## src/rtl/wb_intercon_pkg.sv

```systemverilog
// Shared definitions for the Wishbone interconnect blocks: decoder FSM states
// and the width helpers used to size the selected index and the watchdog counter.
package wb_intercon_pkg;

   typedef enum logic [1:0] {
      WB_IDLE   = 2'd0,
      WB_ACTIVE = 2'd1,
      WB_DECERR = 2'd2,
      WB_ABORT  = 2'd3
   } wb_dec_state_t;

   // Width of a counter that must hold 0..limit; a disabled watchdog still gets one bit.
   function automatic int wb_cnt_width(input int limit);
      return (limit > 0) ? $clog2(limit + 1) : 1;
   endfunction

   function automatic int wb_idx_width(input int n);
      return (n > 1) ? $clog2(n) : 1;
   endfunction

endpackage

```

## src/rtl/wb_decode_mux.sv

```systemverilog
// Wishbone 1-to-N address decoder with registered slave select, response
// multiplexer and a per-transfer watchdog that aborts a stalled slave.
//
// state  | meaning
// IDLE   | no cycle open; decode wbm_adr_i when the master raises cyc&stb
// ACTIVE | cycle routed to the registered slave; watchdog counting stalls
// DECERR | no slave matched; one-cycle error to the master
// ABORT  | cycle dead; everything quiet until the master drops cyc
module wb_decode_mux
   import wb_intercon_pkg::*;
#(
   parameter int                      dw         = 32,
   parameter int                      aw         = 32,
   parameter int                      num_slaves = 2,
   parameter logic [num_slaves*aw-1:0] match_addr = '0,
   parameter logic [num_slaves*aw-1:0] match_mask = '0,
   parameter int                      timeout    = 255
) (
   input  logic                     wb_clk_i,
   input  logic                     wb_rst_i,

   input  logic [aw-1:0]            wbm_adr_i,
   input  logic [dw-1:0]            wbm_dat_i,
   input  logic [3:0]               wbm_sel_i,
   input  logic                     wbm_we_i,
   input  logic                     wbm_cyc_i,
   input  logic                     wbm_stb_i,
   input  logic [2:0]               wbm_cti_i,
   input  logic [1:0]               wbm_bte_i,
   output logic [dw-1:0]            wbm_dat_o,
   output logic                     wbm_ack_o,
   output logic                     wbm_err_o,
   output logic                     wbm_rty_o,

   output logic [num_slaves*aw-1:0] wbs_adr_o,
   output logic [num_slaves*dw-1:0] wbs_dat_o,
   output logic [num_slaves*4-1:0]  wbs_sel_o,
   output logic [num_slaves-1:0]    wbs_we_o,
   output logic [num_slaves-1:0]    wbs_cyc_o,
   output logic [num_slaves-1:0]    wbs_stb_o,
   output logic [num_slaves*3-1:0]  wbs_cti_o,
   output logic [num_slaves*2-1:0]  wbs_bte_o,
   input  logic [num_slaves*dw-1:0] wbs_dat_i,
   input  logic [num_slaves-1:0]    wbs_ack_i,
   input  logic [num_slaves-1:0]    wbs_err_i,
   input  logic [num_slaves-1:0]    wbs_rty_i
);

   localparam int               idx_w    = wb_idx_width(num_slaves);
   localparam int               cnt_w    = wb_cnt_width(timeout);
   localparam logic             wd_en    = (timeout > 0);
   localparam logic [cnt_w-1:0] cnt_last = cnt_w'((timeout > 0) ? timeout - 1 : 0);

   wb_dec_state_t    state_q, state_d;
   logic [idx_w-1:0] sel_q, sel_d;
   logic [cnt_w-1:0] cnt_q, cnt_d;

   logic             dec_hit;
   logic [idx_w-1:0] dec_idx;
   logic [num_slaves-1:0] sel_oh;
   logic [dw-1:0]    sel_dat;
   logic             sel_ack, sel_err, sel_rty, sel_resp;
   logic             timeout_hit;

   // Request fields go to every port untouched; only cyc/stb steer the cycle.
   assign wbs_adr_o = {num_slaves{wbm_adr_i}};
   assign wbs_dat_o = {num_slaves{wbm_dat_i}};
   assign wbs_sel_o = {num_slaves{wbm_sel_i}};
   assign wbs_we_o  = {num_slaves{wbm_we_i}};
   assign wbs_cti_o = {num_slaves{wbm_cti_i}};
   assign wbs_bte_o = {num_slaves{wbm_bte_i}};

   // Scan from the top down so the lowest matching index is the one kept.
   always_comb begin
      dec_hit = 1'b0;
      dec_idx = '0;
      for (int i = num_slaves - 1; i >= 0; i--) begin
         if ((wbm_adr_i & match_mask[i*aw +: aw]) ==
             (match_addr[i*aw +: aw] & match_mask[i*aw +: aw])) begin
            dec_hit = 1'b1;
            dec_idx = idx_w'(i);
         end
      end
   end

   always_comb begin
      sel_oh  = '0;
      sel_dat = '0;
      sel_ack = 1'b0;
      sel_err = 1'b0;
      sel_rty = 1'b0;
      for (int i = 0; i < num_slaves; i++) begin
         if (idx_w'(i) == sel_q) begin
            sel_oh[i] = 1'b1;
            sel_dat   = wbs_dat_i[i*dw +: dw];
            sel_ack   = wbs_ack_i[i];
            sel_err   = wbs_err_i[i];
            sel_rty   = wbs_rty_i[i];
         end
      end
   end

   assign sel_resp  = sel_ack | sel_err | sel_rty;
   assign wbm_dat_o = sel_dat;

   // A response arriving on the limit cycle masks the timeout.
   assign timeout_hit = wd_en && (state_q == WB_ACTIVE) && wbm_cyc_i && wbm_stb_i &&
                        !sel_resp && (cnt_q == cnt_last);

   always_comb begin
      state_d   = state_q;
      sel_d     = sel_q;
      cnt_d     = cnt_q;
      wbs_cyc_o = '0;
      wbs_stb_o = '0;
      wbm_ack_o = 1'b0;
      wbm_err_o = 1'b0;
      wbm_rty_o = 1'b0;

      case (state_q)
         WB_IDLE: begin
            if (wbm_cyc_i && wbm_stb_i) begin
               if (dec_hit) begin
                  state_d = WB_ACTIVE;
                  sel_d   = dec_idx;
               end else begin
                  state_d = WB_DECERR;
               end
            end
         end

         WB_ACTIVE: begin
            wbs_cyc_o = sel_oh & {num_slaves{wbm_cyc_i}};
            wbs_stb_o = sel_oh & {num_slaves{wbm_stb_i}};
            wbm_ack_o = sel_ack;
            wbm_rty_o = sel_rty;
            wbm_err_o = sel_err | timeout_hit;
            if (sel_resp) begin
               cnt_d = '0;
            end else if (wd_en && wbm_stb_i) begin
               cnt_d = cnt_q + cnt_w'(1);
            end
            if (timeout_hit) begin
               state_d = WB_ABORT;
            end
         end

         WB_DECERR: begin
            wbm_err_o = 1'b1;
            state_d   = WB_ABORT;
         end

         WB_ABORT: begin
            state_d = WB_ABORT;
         end

         default: begin
            state_d = WB_IDLE;
         end
      endcase

      if (!wbm_cyc_i) begin
         state_d = WB_IDLE;
      end
      if (state_d != WB_ACTIVE) begin
         cnt_d = '0;
      end
   end

   always_ff @(posedge wb_clk_i) begin
      if (wb_rst_i) begin
         state_q <= WB_IDLE;
         sel_q   <= '0;
         cnt_q   <= '0;
      end else begin
         state_q <= state_d;
         sel_q   <= sel_d;
         cnt_q   <= cnt_d;
      end
   end

endmodule

```

## config.mk

```make
export PLATFORM = sky130hd
export DESIGN_NAME = wb_decode_mux
export DESIGN_NICKNAME = d
export VERILOG_FILES = /design/src/rtl/wb_intercon_pkg.sv /design/src/rtl/wb_decode_mux.sv
export SDC_FILE = /design/constraint.sdc
export NUM_CORES = 1
export LEC_CHECK = 0
export CAP_MARGIN = 10
export CORE_AREA = 3 3 129 131
export CTS_BUF_LIST = sky130_fd_sc_hd__clkbuf_4
export CTS_CLUSTER_DIAMETER = 200
export DETAILED_ROUTE_END_ITERATION = 7
export DIE_AREA = 0 0 132 134
export PLACE_DENSITY = 0.5
export SETUP_SLACK_MARGIN = 0.4
export SYNTH_ARGS = -nofsm -noshare
export SYNTH_HDL_FRONTEND = slang
export SYNTH_SLANG_ARGS = --single-unit
```

## constraint.sdc

```tcl
create_clock -name wb_clk_i -period 1.9 [get_ports wb_clk_i]
set_input_delay 0.285 -clock wb_clk_i [delete_from_list [all_inputs] [get_ports wb_clk_i]]
set_output_delay 0.285 -clock wb_clk_i [all_outputs]
set_load 0.02 [all_outputs]
```

==> flow_summary.json <==
{
  "yosys-top-cells-area": "buf_4 68%, dfxtp_1 9.9%, ha_1 3.7%",
  "sw_frac_of_total_pct": 27.7,
  "finalClockSkew_ps": 2.07,
  "worstPathMaxFanout": 5,
  "clock_path_buffers": 2,
  "pre_cts_ws_ps": -600,
  "end_kind": "register",
  "yosys-top-cells-count": "183 x buf_4, 14 x nor3_1, 10 x dfxtp_1",
  "p_sw_uw": 136,
  "first_pass_iters": 3,
  "max_cap_viol_count": 0,
  "timing.final.crit_period_ps": 1800,
  "worst_setup_path_start_kind": "register",
  "hp-start": "wbs_dat_i[11]",
  "initialDrtViolationCount": 23,
  "dieArea_sq_um": 17700,
  "ys.flop_type": "dfxtp_1",
  "cts_tree": "built",
  "comb_power_share_pct": 21.3,
  "grt_pass1_wl_um": 4380,
  "timing.rr.start": "state_q[1]",
  "critPathRequiredTime_ps": 2100,
  "slew_viol_final": 0,
  "p_clk_share_pct": 35.5,
  "track_usage_pct": 3.06,
  "first_global_vias": 889,
  "p_leak_nw": 0.462,
  "fillers": 1806,
  "post_drt_wl_per_cell_um": 8.73,
  "hold_buffers": 0,
  "p_per_area_nw_per_um2": 353,
  "grt_max_degree": 9,
  "regArea_sq_um": 214,
  "rows": 46,
  "synth-seq-area-share_pct": 9.94,
  "wirelength_um": 2910,
  "overflow": 0,
  "synth.avg_cell_area_sq_um": 7.78,
  "async_reset_ff_share_pct": 0,
  "yosysMostFrequentCell": "buf_4",
  "yosys.area.top_type": "buf_4",
  "status": "completed",
  "p_seq_share_pct": 43.2,
  "clockRootBuffer": "clkbuf_4",
  "synth_warnings": 0,
  "multi_input_area_sq_um": 552,
  "tns_ps": 0,
  "syn_to_final_growth_pct": -30.9,
  "rsz0062_at_grt": "true",
  "fin_crit_sh_pct": 94.6,
  "syn-cell-area_sq_um": 2010,
  "hold_violations": 0,
  "synth_seq_cells": 10,
  "p_int_uw": 355,
  "ant_nets": 0,
  "die_x_um": 132,
  "clk_pin_slew_ps": 70,
  "synthCells": 259,
  "hp-class": "in -> out",
  "cts_buffers": 3,
  "clock_sinks": 10,
  "fin_ws_ps": 102,
  "routed-via-count": 799,
  "critical_path_class": "reg -> reg",
  "finalSetupViolCount": 0,
  "port_buffers": 11,
  "dp_hpwl_um": 2210,
  "clock_latency_ps": 270,
  "path_cells": "buf_4, ha_4, or4_4, o21a_4, buf_8, nor3_4",
  "io_pins": 335,
  "viasPerCell": 2.40,
  "ir_drop_mv": 0.160,
  "start_util_pct": 12.8,
  "core_sq_um": 15700,
  "antenna_cells": 0,
  "synth.distinct_cells": 24,
  "cp_top_family": "simple AND/OR/NAND/NOR gates",
  "antenna_found_initial": 0,
  "max_stage_delay_ps": 520,
  "gp_congestion": 0.721,
  "crit_slowest_cell": "or4_4",
  "die_y_um": 134,
  "drc": 0,
  "startpoint": "state_q[1]",
  "cp_num_buf_inv": 2,
  "crit_arrival_ps": 2000,
  "yosysTopAreaCellShare_pct": 68.2,
  "h-tree-depth": 1,
  "nets": 272,
  "synth_edf_count": 0,
  "fmax_mhz": 556,
  "drive_gt1_share_pct": 60.7
}
worst reg2reg max path, delay by kind of cell (launching register included):
kind,cells,cell delay (ps)
fa+ha+maj,1,150
flops,1,350
compound gates,1,250
buf+inv,2,300
simple gates,2,680
cell families after synthesis:
group | after synthesis | synth area share (%)
buf+inv | 193 | 70.1
simple gates | 34 | 9.81
flops | 10 | 9.94
compound gates | 9 | 3.60
xor+xnor | 6 | 2.61
fa+ha+maj | 6 | 3.73
other cells | 1 | 0.186
path summary, 6_finish.rpt:
check / slack, ps / to / cells after the start
setup / recovery: 100 / cnt_q[2] / 6
hold / removal: 570 / wbm_dat_o[11] / 0
setup reg to reg: 100 / cnt_q[2] / 6
hold reg to reg: 640 / cnt_q[6] / 2
placed cells by master (no fill, tap or decap), types with 2 or more instances in the layout:
cell / Yosys / final
buf_4: 183 / 24
inv_1: 9 / 6
nor3_1: 14 / 6
xnor2_1: 6 / 6
nor3_2: 0 / 6
dfxtp_2: 0 / 5
and2_1: 4 / 4
ha_4: 0 / 4
clkbuf_4: 0 / 4
nand3_1: 5 / 3
dfxtp_1: 10 / 3
clkbuf_2: 0 / 3
buf_6: 0 / 3
buf_2: 1 / 3
inv_4: 0 / 2
nand3_4: 0 / 2
nor3_4: 0 / 2
nand2_1: 3 / 2
nor2_1: 2 / 2
a21oi_1: 2 / 2
conb_1: 1 / 2
dlygate4sd2_1: 0 / 2
dfxtp_4: 0 / 2
final cells by class:
cell class              count  area share [%]
multi-input cells          57            39.7
well taps                 216            19.4
inverters                   9            2.79
clock buffers               4            2.16
repair buffers             37            20.6
flip-flops and latches     10            15.4
power by group through the flow:
stage	clock (mW)	combinational, mW	sequential, mW
floorplan	0	0.598	0.219
global placement	0	0.0957	0.216
detailed placement	0	0.0953	0.216
CTS	0.179	0.0973	0.212
global route	0.185	0.115	0.212
finish	0.174	0.105	0.212
sequential cells by signal, summed over array words and instances, names as in the netlist:
register and flops:
state_q 2, cnt_q 8
stage by stage:
stage / instances / util (%) / instance area (sq um) / hold slack, ps / total power [mW]
after floorplan: 260 / - / 2070 / 457 / 0.817
after global placement: 326 / 7.87 / 1240 / 570 / 0.311
after detailed placement: 326 / 7.87 / 1240 / 570 / 0.311
after CTS: 332 / 8.54 / 1340 / 570 / 0.488
after global routing: 333 / 8.85 / 1390 / 570 / 0.513
final: 333 / 8.85 / 1390 / 570 / 0.491
layer usage:
| layer | share of wire [%] | vias up | global-route usage (%) | wire (um) |
|---|---|---|---|---|
| li1 | - | 344 | - | - |
| met1 | 28 | 334 | 2.36 | 820 |
| met2 | 40 | 59 | 4.13 | 1160 |
| met3 | 16 | 62 | 1.58 | 473 |
| met4 | 15 | 0 | 5.60 | 450 |
| met5 | 0 | - | 0 | 0 |
repair_timing:
item	4_1_cts	5_1_grt
resized for setup	51	17
pin swaps	7	12
buffers inserted	2	1
endpoints found under the setup margin	15	15
(Power assumes the default switching activity.)
